==> src/rtl/shift_add_mul_ctrl_pkg.sv <==
// Shared types and constants for the shift-and-add multiplier controller.
package mul_ctrl_pkg;

    localparam int unsigned MUL_WIDTH_DEFAULT = 8;

    // Code 2'b11 is unused; the controller recovers from it to IDLE.
    typedef enum logic [1:0] {
        IDLE = 2'b00,
        RUN  = 2'b01,
        DONE = 2'b10
    } mul_state_e;

    // Iteration counter width: must hold the value WIDTH itself.
    function automatic int unsigned cnt_w(input int unsigned width);
        return $clog2(width + 1);
    endfunction

endpackage

==> src/rtl/shift_add_mul_ctrl_adder.sv <==
// WIDTH-bit ripple-carry adder built from full-adder cells.
module mul_acc_adder
    import mul_ctrl_pkg::*;
#(
    parameter int unsigned WIDTH = MUL_WIDTH_DEFAULT
) (
    input  logic [WIDTH-1:0] a,
    input  logic [WIDTH-1:0] b,
    input  logic             cin,
    output logic             cout,
    output logic [WIDTH-1:0] sum
);

    logic [WIDTH:0] carry;

    assign carry[0] = cin;

    for (genvar i = 0; i < WIDTH; i++) begin : g_fa
        assign sum[i]       = a[i] ^ b[i] ^ carry[i];
        assign carry[i + 1] = (a[i] & b[i]) | (carry[i] & (a[i] ^ b[i]));
    end

    assign cout = carry[WIDTH];

endmodule

==> src/rtl/shift_add_mul_ctrl.sv <==
// Sequential shift-and-add multiplier controller: one multiplier bit per
// clock through a single shared WIDTH-bit adder, start/busy/done handshake.
// Optional macro SHIFT_ADD_MUL_EARLY_TERM_EN: finish as soon as the
// unconsumed multiplier bits are all zero, realigning the product.
module shift_add_mul_ctrl
    import mul_ctrl_pkg::*;
#(
    parameter int unsigned WIDTH = MUL_WIDTH_DEFAULT,
    parameter int unsigned CNT_W = cnt_w(WIDTH)
) (
    input  logic                 clk,
    input  logic                 rst,
    input  logic                 start,
    input  logic [WIDTH-1:0]     multiplicand,
    input  logic [WIDTH-1:0]     multiplier,
    output logic                 busy,
    output logic                 done,
    output logic [2*WIDTH-1:0]   product
);

    mul_state_e         state_q, state_d;
    logic [WIDTH-1:0]   m_q, m_d;
    logic [WIDTH-1:0]   a_q, a_d;
    logic [WIDTH-1:0]   q_q, q_d;
    logic               c_q, c_d;
    logic [CNT_W-1:0]   count_q, count_d;
    logic [2*WIDTH-1:0] product_q, product_d;

    logic [WIDTH-1:0]   addend;
    logic [WIDTH-1:0]   sum;
    logic               cout;

`ifdef SHIFT_ADD_MUL_EARLY_TERM_EN
    logic [WIDTH-1:0]   rem_mask;
`endif

    assign addend = q_q[0] ? m_q : '0;

    // C is always cleared by the shift, so feeding it as carry-in keeps cin at 0.
    mul_acc_adder #(
        .WIDTH (WIDTH)
    ) u_adder (
        .a    (a_q),
        .b    (addend),
        .cin  (c_q),
        .cout (cout),
        .sum  (sum)
    );

    // State and datapath registers with synchronous reset.
    always_ff @(posedge clk) begin
        if (rst) begin
            state_q   <= IDLE;
            m_q       <= '0;
            a_q       <= '0;
            q_q       <= '0;
            c_q       <= 1'b0;
            count_q   <= '0;
            product_q <= '0;
        end else begin
            state_q   <= state_d;
            m_q       <= m_d;
            a_q       <= a_d;
            q_q       <= q_d;
            c_q       <= c_d;
            count_q   <= count_d;
            product_q <= product_d;
        end
    end

    // Next-state, datapath update and handshake outputs.
    always_comb begin
        state_d   = state_q;
        m_d       = m_q;
        a_d       = a_q;
        q_d       = q_q;
        c_d       = c_q;
        count_d   = count_q;
        product_d = product_q;
        busy      = 1'b0;
        done      = 1'b0;
`ifdef SHIFT_ADD_MUL_EARLY_TERM_EN
        rem_mask  = '0;
`endif

        case (state_q)
            IDLE: begin
                if (start) begin
                    m_d     = multiplicand;
                    q_d     = multiplier;
                    a_d     = '0;
                    c_d     = 1'b0;
                    count_d = CNT_W'(WIDTH);
                    state_d = RUN;
`ifdef SHIFT_ADD_MUL_EARLY_TERM_EN
                    if (multiplier == '0) begin
                        product_d = '0;
                        state_d   = DONE;
                    end
`endif
                end
            end

            RUN: begin
                busy    = 1'b1;
                c_d     = 1'b0;
                a_d     = {cout, sum[WIDTH-1:1]};
                q_d     = {sum[0], q_q[WIDTH-1:1]};
                count_d = count_q - 1'b1;
`ifdef SHIFT_ADD_MUL_EARLY_TERM_EN
                // Low count_d bits of the shifted Q are the multiplier bits
                // still to be consumed; if none are set, the skipped
                // iterations would only shift, so shift once on load instead.
                rem_mask = ~({WIDTH{1'b1}} << count_d);
                if ((count_q == CNT_W'(1)) || ((q_d & rem_mask) == '0)) begin
                    product_d = {a_d, q_d} >> count_d;
                    state_d   = DONE;
                end
`else
                if (count_q == CNT_W'(1)) begin
                    product_d = {a_d, q_d};
                    state_d   = DONE;
                end
`endif
            end

            DONE: begin
                // Product was loaded on the edge entering DONE, so it is
                // already valid while done is high.
                busy    = 1'b1;
                done    = 1'b1;
                state_d = IDLE;
            end

            default: begin
                state_d = IDLE;
            end
        endcase
    end

    assign product = product_q;

endmodule

==> config.mk <==
export PLATFORM = sky130hd
export DESIGN_NAME = shift_add_mul_ctrl
export DESIGN_NICKNAME = d
export VERILOG_FILES = /design/src/rtl/shift_add_mul_ctrl_pkg.sv /design/src/rtl/shift_add_mul_ctrl_adder.sv /design/src/rtl/shift_add_mul_ctrl.sv
export SDC_FILE = /design/constraint.sdc
export NUM_CORES = 1
export LEC_CHECK = 0
export CAP_MARGIN = 20
export CORE_ASPECT_RATIO = 0.6
export CORE_MARGIN = 1.5
export CORE_UTILIZATION = 67
export DETAILED_ROUTE_END_ITERATION = 12
export DONT_BUFFER_PORTS = 1
export PLACE_DENSITY = 0.83
export SLEW_MARGIN = 20
export SYNTH_ARGS = -nofsm -noshare
export SYNTH_HDL_FRONTEND = slang
export SYNTH_HIERARCHICAL = 1
export SYNTH_SLANG_ARGS = --single-unit
==> constraint.sdc <==
create_clock -name clk -period 5.59 [get_ports clk]
set_clock_uncertainty 0.05 [all_clocks]
set_input_delay 0.8385 -clock clk [delete_from_list [all_inputs] [get_ports clk]]
set_output_delay 0.8385 -clock clk [all_outputs]
set_load 0.02 [all_outputs]
# After elaboration in Yosys (flattened, before gate mapping)
# Index checks and enable logic that the tools add are counted.
# totals
reg_bits	47
input_bits	19
out_inout_bits	18
elab_cells	74
# classes
addsub	1
eq_ne	5
mux	14
n_bitwise	40
reduce_logical	7
# ops
operator	count
$pmux 8 s2	2
$mux 8	3
$and 1x1->1	16
$xor 1x1->1	16
$or 1x1->1	8
$pmux 4 s2	1
$reduce_and 2->1	4
$eq 4x1->1 const B	1
$mux 2	2
$mux 4	1
$ne 2x2->1 const B	2
$pmux 2 s2	1
$sub 4x1->4 const B	1
$mux 1	3
$eq 2x1->1 const B	1
$eq 2x2->1 const B	1
$logic_not 2->1	1
$pmux 1 s2	1
$reduce_bool 2->1	1
$reduce_or 2->1	1

# Longest topological paths before layout
# Gate-level depths: netlist of the first run.
# depth
word_depth	19
mapped_depth	15
mapped_depth_nobuf	15

# Hierarchy
# The synthesis of the first run kept the hierarchy.
# modules_own_cells
mod	n_inst	cells_per_inst	area_per_inst_um2	seq_area_each_um2
shift_add_mul_ctrl	1	223	1981.9	920.9
mul_acc_adder	1	18	197.7	0.0

# Worst setup path after synthesis of the first run
# Ideal clock, no wire load.
# synth_timing
path_kind	register to register
startpoint	reg q_q[0]
endpoint	reg a_q[6]
setup_time_ps	65
arrival_ps	3650
t_required_ps	5475
setup_slack_ps	1825
path_stages_with_launch	16
n_path_buf	0
period_less_slack_ps	3765
path_cell_list	dfxtp_1 and2_1 fa_1 inv_1 fa_1 inv_1 fa_1 fa_1 fa_1 fa_1 fa_1 inv_1 fa_1 inv_1 a32oi_1 nor2_1
# synth_via
elab_chain_len	18
word_cells_on_any_way	32
cone_classes	2 x mux; 30 x bitwise
# synth_lines
item	line	source
from (decl)	shift_add_mul_ctrl.sv:24	logic [WIDTH-1:0] q_q, q_d;
from (signal assigned)	shift_add_mul_ctrl.sv:64	q_q <= q_d;
$mux 8 *	shift_add_mul_ctrl.sv:37	assign addend = q_q[0] ? m_q : '0;
net addend[0]	shift_add_mul_ctrl.sv:29	logic [WIDTH-1:0] addend;
$xor 1x1->1	shift_add_mul_ctrl_adder.sv:20	assign carry[i + 1] = (a[i] & b[i]) | (carry[i] & (a[i] ^ b[i]));
$and 1x1->1	shift_add_mul_ctrl_adder.sv:20	
$or 1x1->1 *	shift_add_mul_ctrl_adder.sv:20	
$and 1x1->1 *	shift_add_mul_ctrl_adder.sv:20	
$or 1x1->1 *	shift_add_mul_ctrl_adder.sv:20	
$and 1x1->1 *	shift_add_mul_ctrl_adder.sv:20	
[4 not listed]	--	
$or 1x1->1 *	shift_add_mul_ctrl_adder.sv:20	
$and 1x1->1 *	shift_add_mul_ctrl_adder.sv:20	
$or 1x1->1 *	shift_add_mul_ctrl_adder.sv:20	
$and 1x1->1 *	shift_add_mul_ctrl_adder.sv:20	
$or 1x1->1 *	shift_add_mul_ctrl_adder.sv:20	
$xor 1x1->1 *	shift_add_mul_ctrl_adder.sv:19	assign sum[i] = a[i] ^ b[i] ^ carry[i];
net sum[7]	shift_add_mul_ctrl.sv:30	logic [WIDTH-1:0] sum;
$pmux 8 s2 *	shift_add_mul_ctrl.sv:86	case (state_q)
to (signal assigned)	shift_add_mul_ctrl.sv:55	a_q <= '0;
to (signal assigned)	shift_add_mul_ctrl.sv:63	a_q <= a_d;
to (decl)	shift_add_mul_ctrl.sv:23	logic [WIDTH-1:0] a_q, a_d;
# The timed path passes the listed nets; every way through them passes the cells marked *.
# A chain may end at the register's enable or synchronous reset.

# Worst setup path in the final report of the first run
# Same ends and word-level chain as after synthesis.

==> results of run 1 <==
==> placed cells by master, fill, tap and decap left out <==
cell type,count
nor3_1,2
a211oi_2,8
mux2_4,1
nand4bb_1,1
fa_1,8
and2_1,8
clkbuf_8,5
nor3b_1,1
conb_1,1
nor4_2,1
nor2_2,1
dfxtp_1,46
nand3_1,9
a32oi_1,9
inv_2,2
nand3b_1,1
nand2b_1,2
clkbuf_1,2
o21ai_0,2
and4_1,1
inv_1,15
mux2i_1,9
nor2_1,17
a21boi_1,1
and4bb_1,1
nand2_1,42
o22ai_1,1
a21oi_1,27
a211oi_1,1
ha_1,5
nor2b_1,2
==> through the flow <==
step	hold slack [ns]	power, mW	utilization	worst slack (ns)	std cells
after floorplan	0.382	0.579	-	1.82	241
after global placement	0.389	0.586	0.714	1.67	267
after detailed placement	0.391	0.597	0.714	1.51	267
after CTS	0.402	0.783	0.740	1.44	274
after global routing	0.422	0.827	0.740	1.28	274
final	0.399	0.783	0.740	1.41	274
==> cells in the mapped netlist, types with 4 or more instances <==
master    instances  area share
nand3_1           9       0.021
nor2_1           17       0.029
inv_1            15       0.026
mux2i_1           9       0.041
fa_1              8       0.073
ha_1              5       0.029
dfxtp_1          46        0.42
a21oi_1          27       0.062
clkbuf_1          4      0.0069
and2_1            8       0.023
buf_2             5       0.011
a211oi_2          8       0.046
buf_4             4       0.014
nand2_1          42       0.072
a32oi_1           9       0.036
==> tightest hold or removal path, delay by kind of cell (launching register included) <==
kind,cells,cell delay (ns)
compound gates,1,0.05
flops,1,0.31
simple gates,1,0.05
==> flip-flops by register name (all words and copies together) (netlist names) <==
register / cells
a_q: 8
count_q: 4
m_q: 8
product: 16
q_q: 8
state_q: 2
==> power by group <==
| part | internal (mW) | total, mW | switching (mW) |
|---|---|---|---|
| clock | 0.0863 | 0.191 | 0.104 |
| combinational | 0.0773 | 0.205 | 0.127 |
| sequential | 0.360 | 0.388 | 0.0280 |
==> cell type report <==
cell class                 count  area [um2]
tap                           42        52.6
inverter                      17        63.8
multi-input combinational    162        1090
sequential                    46         921
fill                         205         776
clock buffer                   7        76.3
==> how the worst max path moves through the flow <==
stage / start / endpoint / slack (ns) / cells past startpoint
after floorplan: q_q[0] / a_q[6] / 1.82 / 15
after global placement: q_q[0] / a_q[6] / 1.67 / 15
after detailed placement: q_q[0] / a_q[6] / 1.51 / 15
after CTS: q_q[0] / a_q[6] / 1.44 / 15
after global routing: q_q[0] / a_q[6] / 1.28 / 15
final: q_q[0] / a_q[6] / 1.41 / 15
==> logic make-up after synthesis <==
| logic type | synth area share |
|---|---|
| compound gates | 0.158 |
| fa+ha+maj | 0.102 |
| buf+inv | 0.0752 |
| flops | 0.423 |
| mux | 0.0482 |
| other cells | 0.00172 |
| simple gates | 0.192 |
==> routing by layer <==
metal,part of all wire,vias up
met4,0.0063,0
met2,0.47,46
met5,0,-
met3,0.065,3
li1,-,784
met1,0.46,784
==> summary.md, run 1 <==
| Metric | Value |
|---|---|
| Hold crit path type | flip-flop to flip-flop |
| Starting Density | 0.730 |
| Setup TNS | 0 ns |
| Slew HR | 0.266 |
| Synth Cell Area | around 2200 um2 |
| Worst r2r src | q_q[0] |
| Total wire length | 4290 um |
| Largest net degree at the start of global routing | 48 |
| Max Buffers Root-to-Sink | 2 |
| Worst hold start | m_q[5] |
| Top achievable clock speed | 239 MHz |
| Core area | between 2000 and 3000 um2 |
| Setup CP Type | flip-flop to flip-flop |
| Syn-to-layout area delta | 1.32% |
| Post-cts hold buffer count | 0 |
| Syn Nets | ~270 |
| Port-buffer cells | 0 |
| Critical path peak fanout | 9 |
| Pleak | 0.812 nW |
| Post-route cell area | 2210 um2 |
| DR vias/cell | 5.90 |
| Vias in the first global route | 1461 |
| Arr. time, crit path | 4.36 ns |
| First-pass GRT wire length | 6970 um |
| M1 GR Usage | 0.334 |
| EDFF count, synth | 0 |
| Post-cts resize count | 0 |
| Slowest library cell on the worst path | fa_1 |
| CP delay by family, top | adder cells |
| Die area | 3620 um2 |
| Endpoints failing setup | 0 |
| Postcts setup bufs | 0 |
| R2R Setup Slk | around 1.4 ns |
| Die Width | ~77 um |
| Syn Inst Count | between 200 and 250 |
| Peak per-stage delay on the critical path | 0.42 ns |
| Antenna violations before repair | 0 |
| Die Y | 47.2 um |
| Hold Path End | m_q[5] |
| RSZ-0062 raised after global routing | false |
| YS warnings | 6 |
| Fin crit share | 0.747 |
| Antenna viol nets, final | 0 |
| Peak VDD IR | approximately 0.17 mV |
| Final Hold Fails | 0 |
| Final #Nets | 264 |
| Pwr Density | around 350 nW/um2 |
| CTS Sinks | 46 |
| Detailed placement HPWL | about 3000 um |
| Register bit count reported by yosys | 46 |
| Worst-margin pin slew | ~1.1 ns |
| Dpl cell area | ~2100 um2 |
| Critical path, cell by cell | and2_1, fa_1, inv_1, fa_1, inv_1, fa_1, fa_1, fa_1, fa_1, fa_1, inv_1, fa_1, inv_1, a32oi_1, nor2_1 |
| CP Capture Type | flip-flop |
| TritonCTS clock tree | yes |
| Root buffer cell | clkbuf_8 |
| Minimum clock period | 4.18 ns |
| Gr busiest metal | met2 |
| R2R cell count | 15 |
| H-tree levels | 2 |
| M3 GR Usage | 0.0971 |
| Hold path depth | 2 |
| Primary FF master, synth | dfxtp_1 |
| WP buf/inv | 4 |
| DRC | 0 |
| Most used cell along the critical path | fa_1 |
| Fraction of layout instances using a drive strength above 1 | 0.0776 |
| RD Place Congestion | 0.824 |
| Startpoint types | flip-flop |
| Clock Pin Slew Worst Setup and Hold Paths | ~0.08 ns |
| I/O pins | 37 |
| Maxcap violations | 0 |
| Via count | 1617 |
| Row cnt | 15 |
| Synthesized area per cell | 9.04 um2 |
| # diodes | 0 |
| Initial drt markers | 143 |
| Status | finished clean |
| DRT Pass-1 Iters | 5 |
| Slew Limit Fails | 0 |
| Seq/Total Area, Yosys | 0.423 |
| Worst skew pair latency | 0.29 ns |
| FFs w/ async S/R, synth | 0 |
| WP data required | about 5.8 ns |
| Synth cell types | 35 |
| Met2 Use GR | 0.414 |
| Cts bufs inserted | 5 |
| All-Layer GR Usage | 0.255 |
| Worst r2r dst | a_q[6] |
| Grt total ovfl | 0 |
| Wire length per cell | 15.6 um |
Note: power is estimated with default switching activity, not from simulation.
==> run 2, diff against run 1 <==
--- a/config.mk
+++ b/config.mk
@@ -8,10 +8,10 @@
 export CAP_MARGIN = 20
 export CORE_ASPECT_RATIO = 0.6
 export CORE_MARGIN = 1.5
-export CORE_UTILIZATION = 67
+export CORE_UTILIZATION = 56
 export DETAILED_ROUTE_END_ITERATION = 12
 export DONT_BUFFER_PORTS = 1
-export PLACE_DENSITY = 0.83
+export PLACE_DENSITY = 0.74
 export SLEW_MARGIN = 20
 export SYNTH_ARGS = -nofsm -noshare
 export SYNTH_HDL_FRONTEND = slang
==> constraint.sdc (replaced) <==
create_clock -name clk -period 3.41 [get_ports clk]
set_clock_uncertainty 0.05 [all_clocks]
set_input_delay 0.5115 -clock clk [delete_from_list [all_inputs] [get_ports clk]]
set_output_delay 0.5115 -clock clk [all_outputs]
set_load 0.02 [all_outputs]
==> summary.md, run 2 (synthesis results as in run 1) <==
| Metric | Value |
|---|---|
| Grt total ovfl | 0 |
| TritonCTS clock tree | yes |
| Root buffer cell | clkbuf_8 |
| DR vias/cell | 5.63 |
| Die Y | 51.3 um |
| Final Hold Fails | 0 |
| M1 GR Usage | 0.293 |
| R2R cell count | 15 |
| Post-cts hold buffer count | 0 |
| Most common cell after layout, fill and taps aside | dfxtp_1 |
| CTS Sinks | 46 |
| Detailed placement HPWL | 2920 um |
| Gr busiest metal | met2 |
| Arr. time, crit path | 3.83 ns |
| Pwr Total | 1.29 mW |
| Maxcap violations | 0 |
| Peak VDD IR | 0.315 mV |
| Pwr Density | 572 nW/um2 |
| Met2 Use GR | 0.318 |
| Startpoint types | flip-flop |
| RSZ-0062 raised after global routing | true |
| Status | complete, but fails checks |
| Dpl cell area | 2180 um2 |
| RD Place Congestion | about 0.75 |
| Row cnt | 17 |
| Top achievable clock speed | 274 MHz |
| DRC | 0 |
| I/O pins | 37 |
| Slew HR | 0.369 |
| Core area | 3700 um2 |
| Largest register FFs | 16 |
| Endpoints failing setup | 3 |
| Die Width | 83.5 um |
| Wire length per cell | 14.8 um |
| All-Layer GR Usage | 0.213 |
| Vias in the first global route | 1466 |
| Largest net degree at the start of global routing | 48 |
| Cts bufs inserted | 5 |
| WP data required | 3.59 ns |
| Critical path peak fanout | 2 |
| Port-buffer cells | 0 |
| Total wire length | 4160 um |
| H-tree levels | 2 |
| Max Buffers Root-to-Sink | 2 |
| Worst-margin pin slew | 0.921 ns |
| # diodes | 0 |
| Dpl ws | -0.387 ns |
| Hold crit path type | input port to flip-flop |
| DRT Pass-1 Iters | 4 |
| Minimum clock period | between 3 and 4 ns |
| M3 GR Usage | 0.0630 |
| Final #Nets | about 270 |
| Failing checks | setup timing |
| Fraction of layout instances using a drive strength above 1 | 0.154 |
| Final WS setup | -0.243 ns |
| Hold path depth | 1 |
| Via count | ~1600 |
| Worst skew pair latency | approximately 0.29 ns |
| Setup TNS | -0.474 ns |
| Fin crit share | 1.07 |
| Fillcell total | 337 |
| First-pass GRT wire length | 7020 um |
| Initial drt markers | 64 |
| Pleak | 0.815 nW |
| Clock Pin Slew Worst Setup and Hold Paths | 0.08 ns |
| Post-route cell area | 2260 um2 |
| Most frequent cells in the layout | dfxtp_1 (43), nand2_1 (42), a21oi_1 (27) |
| Setup CP Type | flip-flop to flip-flop |
| Slew Limit Fails | 0 |
| Syn-to-layout area delta | 3.50% |
| CP Capture Type | flip-flop |
| Antenna violations before repair | 0 |
| Die area | 4290 um2 |
| Starting Density | 0.589 |
| Fin Hold WS | about 0.22 ns |
| Antenna viol nets, final | 0 |
==> run 2: layout make-up <==
cell class / count / area [um2] / area share
tap: 47 / 58.8 / 0.0261
multi-input combinational: 162 / 1110 / 0.494
clock buffer: 5 / 68.8 / 0.0305
clock inverter: 2 / 10.0 / 0.00444
inverter: 17 / 63.8 / 0.0283
sequential: 46 / 925 / 0.410
timing repair buffer: 2 / 15.0 / 0.00666
==> run 2: path summary, 6_finish.rpt <==
| path | start | slack (ns) | to |
|---|---|---|---|
| max | m_q[0] | -0.24 | a_q[6] |
| min reg2reg | m_q[0] | 0.40 | m_q[0] |
| min | rst | 0.22 | product[9] |
| max reg2reg | m_q[0] | -0.24 | a_q[6] |
==> run 2: power by group <==
part	total [mW]	switching (mW)	internal (mW)	leakage [nW]
registers	0.634	0.0424	0.591	0.376
logic	0.346	0.212	0.133	0.395
clock network	0.311	0.174	0.138	0.0438
total	1.29	0.428	0.862	0.815
==> run 2: stage by stage <==
stage	cells	util
5_1_grt	281	0.610
4_1_cts	281	0.610
2_1_floorplan	241	-
3_3_place_gp	274	0.588
6_report	281	0.610
3_5_place_dp	274	0.588
==> run 2: metal layers <==
layer | part of all wire | wire length [um]
met5 | 0 | 0
met4 | 0.011 | 46
met3 | 0.048 | 199
met1 | 0.49 | 2030
met2 | 0.45 | 1890
==> run 2: critical path, cell delays in order (launching register included) <==
cell     delay, ns
dfxtp_2       0.32
and2_4        0.15
fa_2          0.35
inv_2         0.06
fa_2          0.18
inv_2         0.03
fa_2          0.33
fa_2          0.34
fa_2          0.34
fa_2          0.34
fa_2          0.34
inv_2         0.06
fa_1          0.39
inv_1         0.08
a32oi_1       0.09
nor2_1        0.14
==> run 2: repair_timing <==
| item | in CTS | in global routing |
|---|---|---|
| endpoints found under the setup margin | 6 | 5 |
| pin swaps | 8 | 2 |
| setup buffers | 0 | 0 |
| gates resized for setup | 1 | 0 |
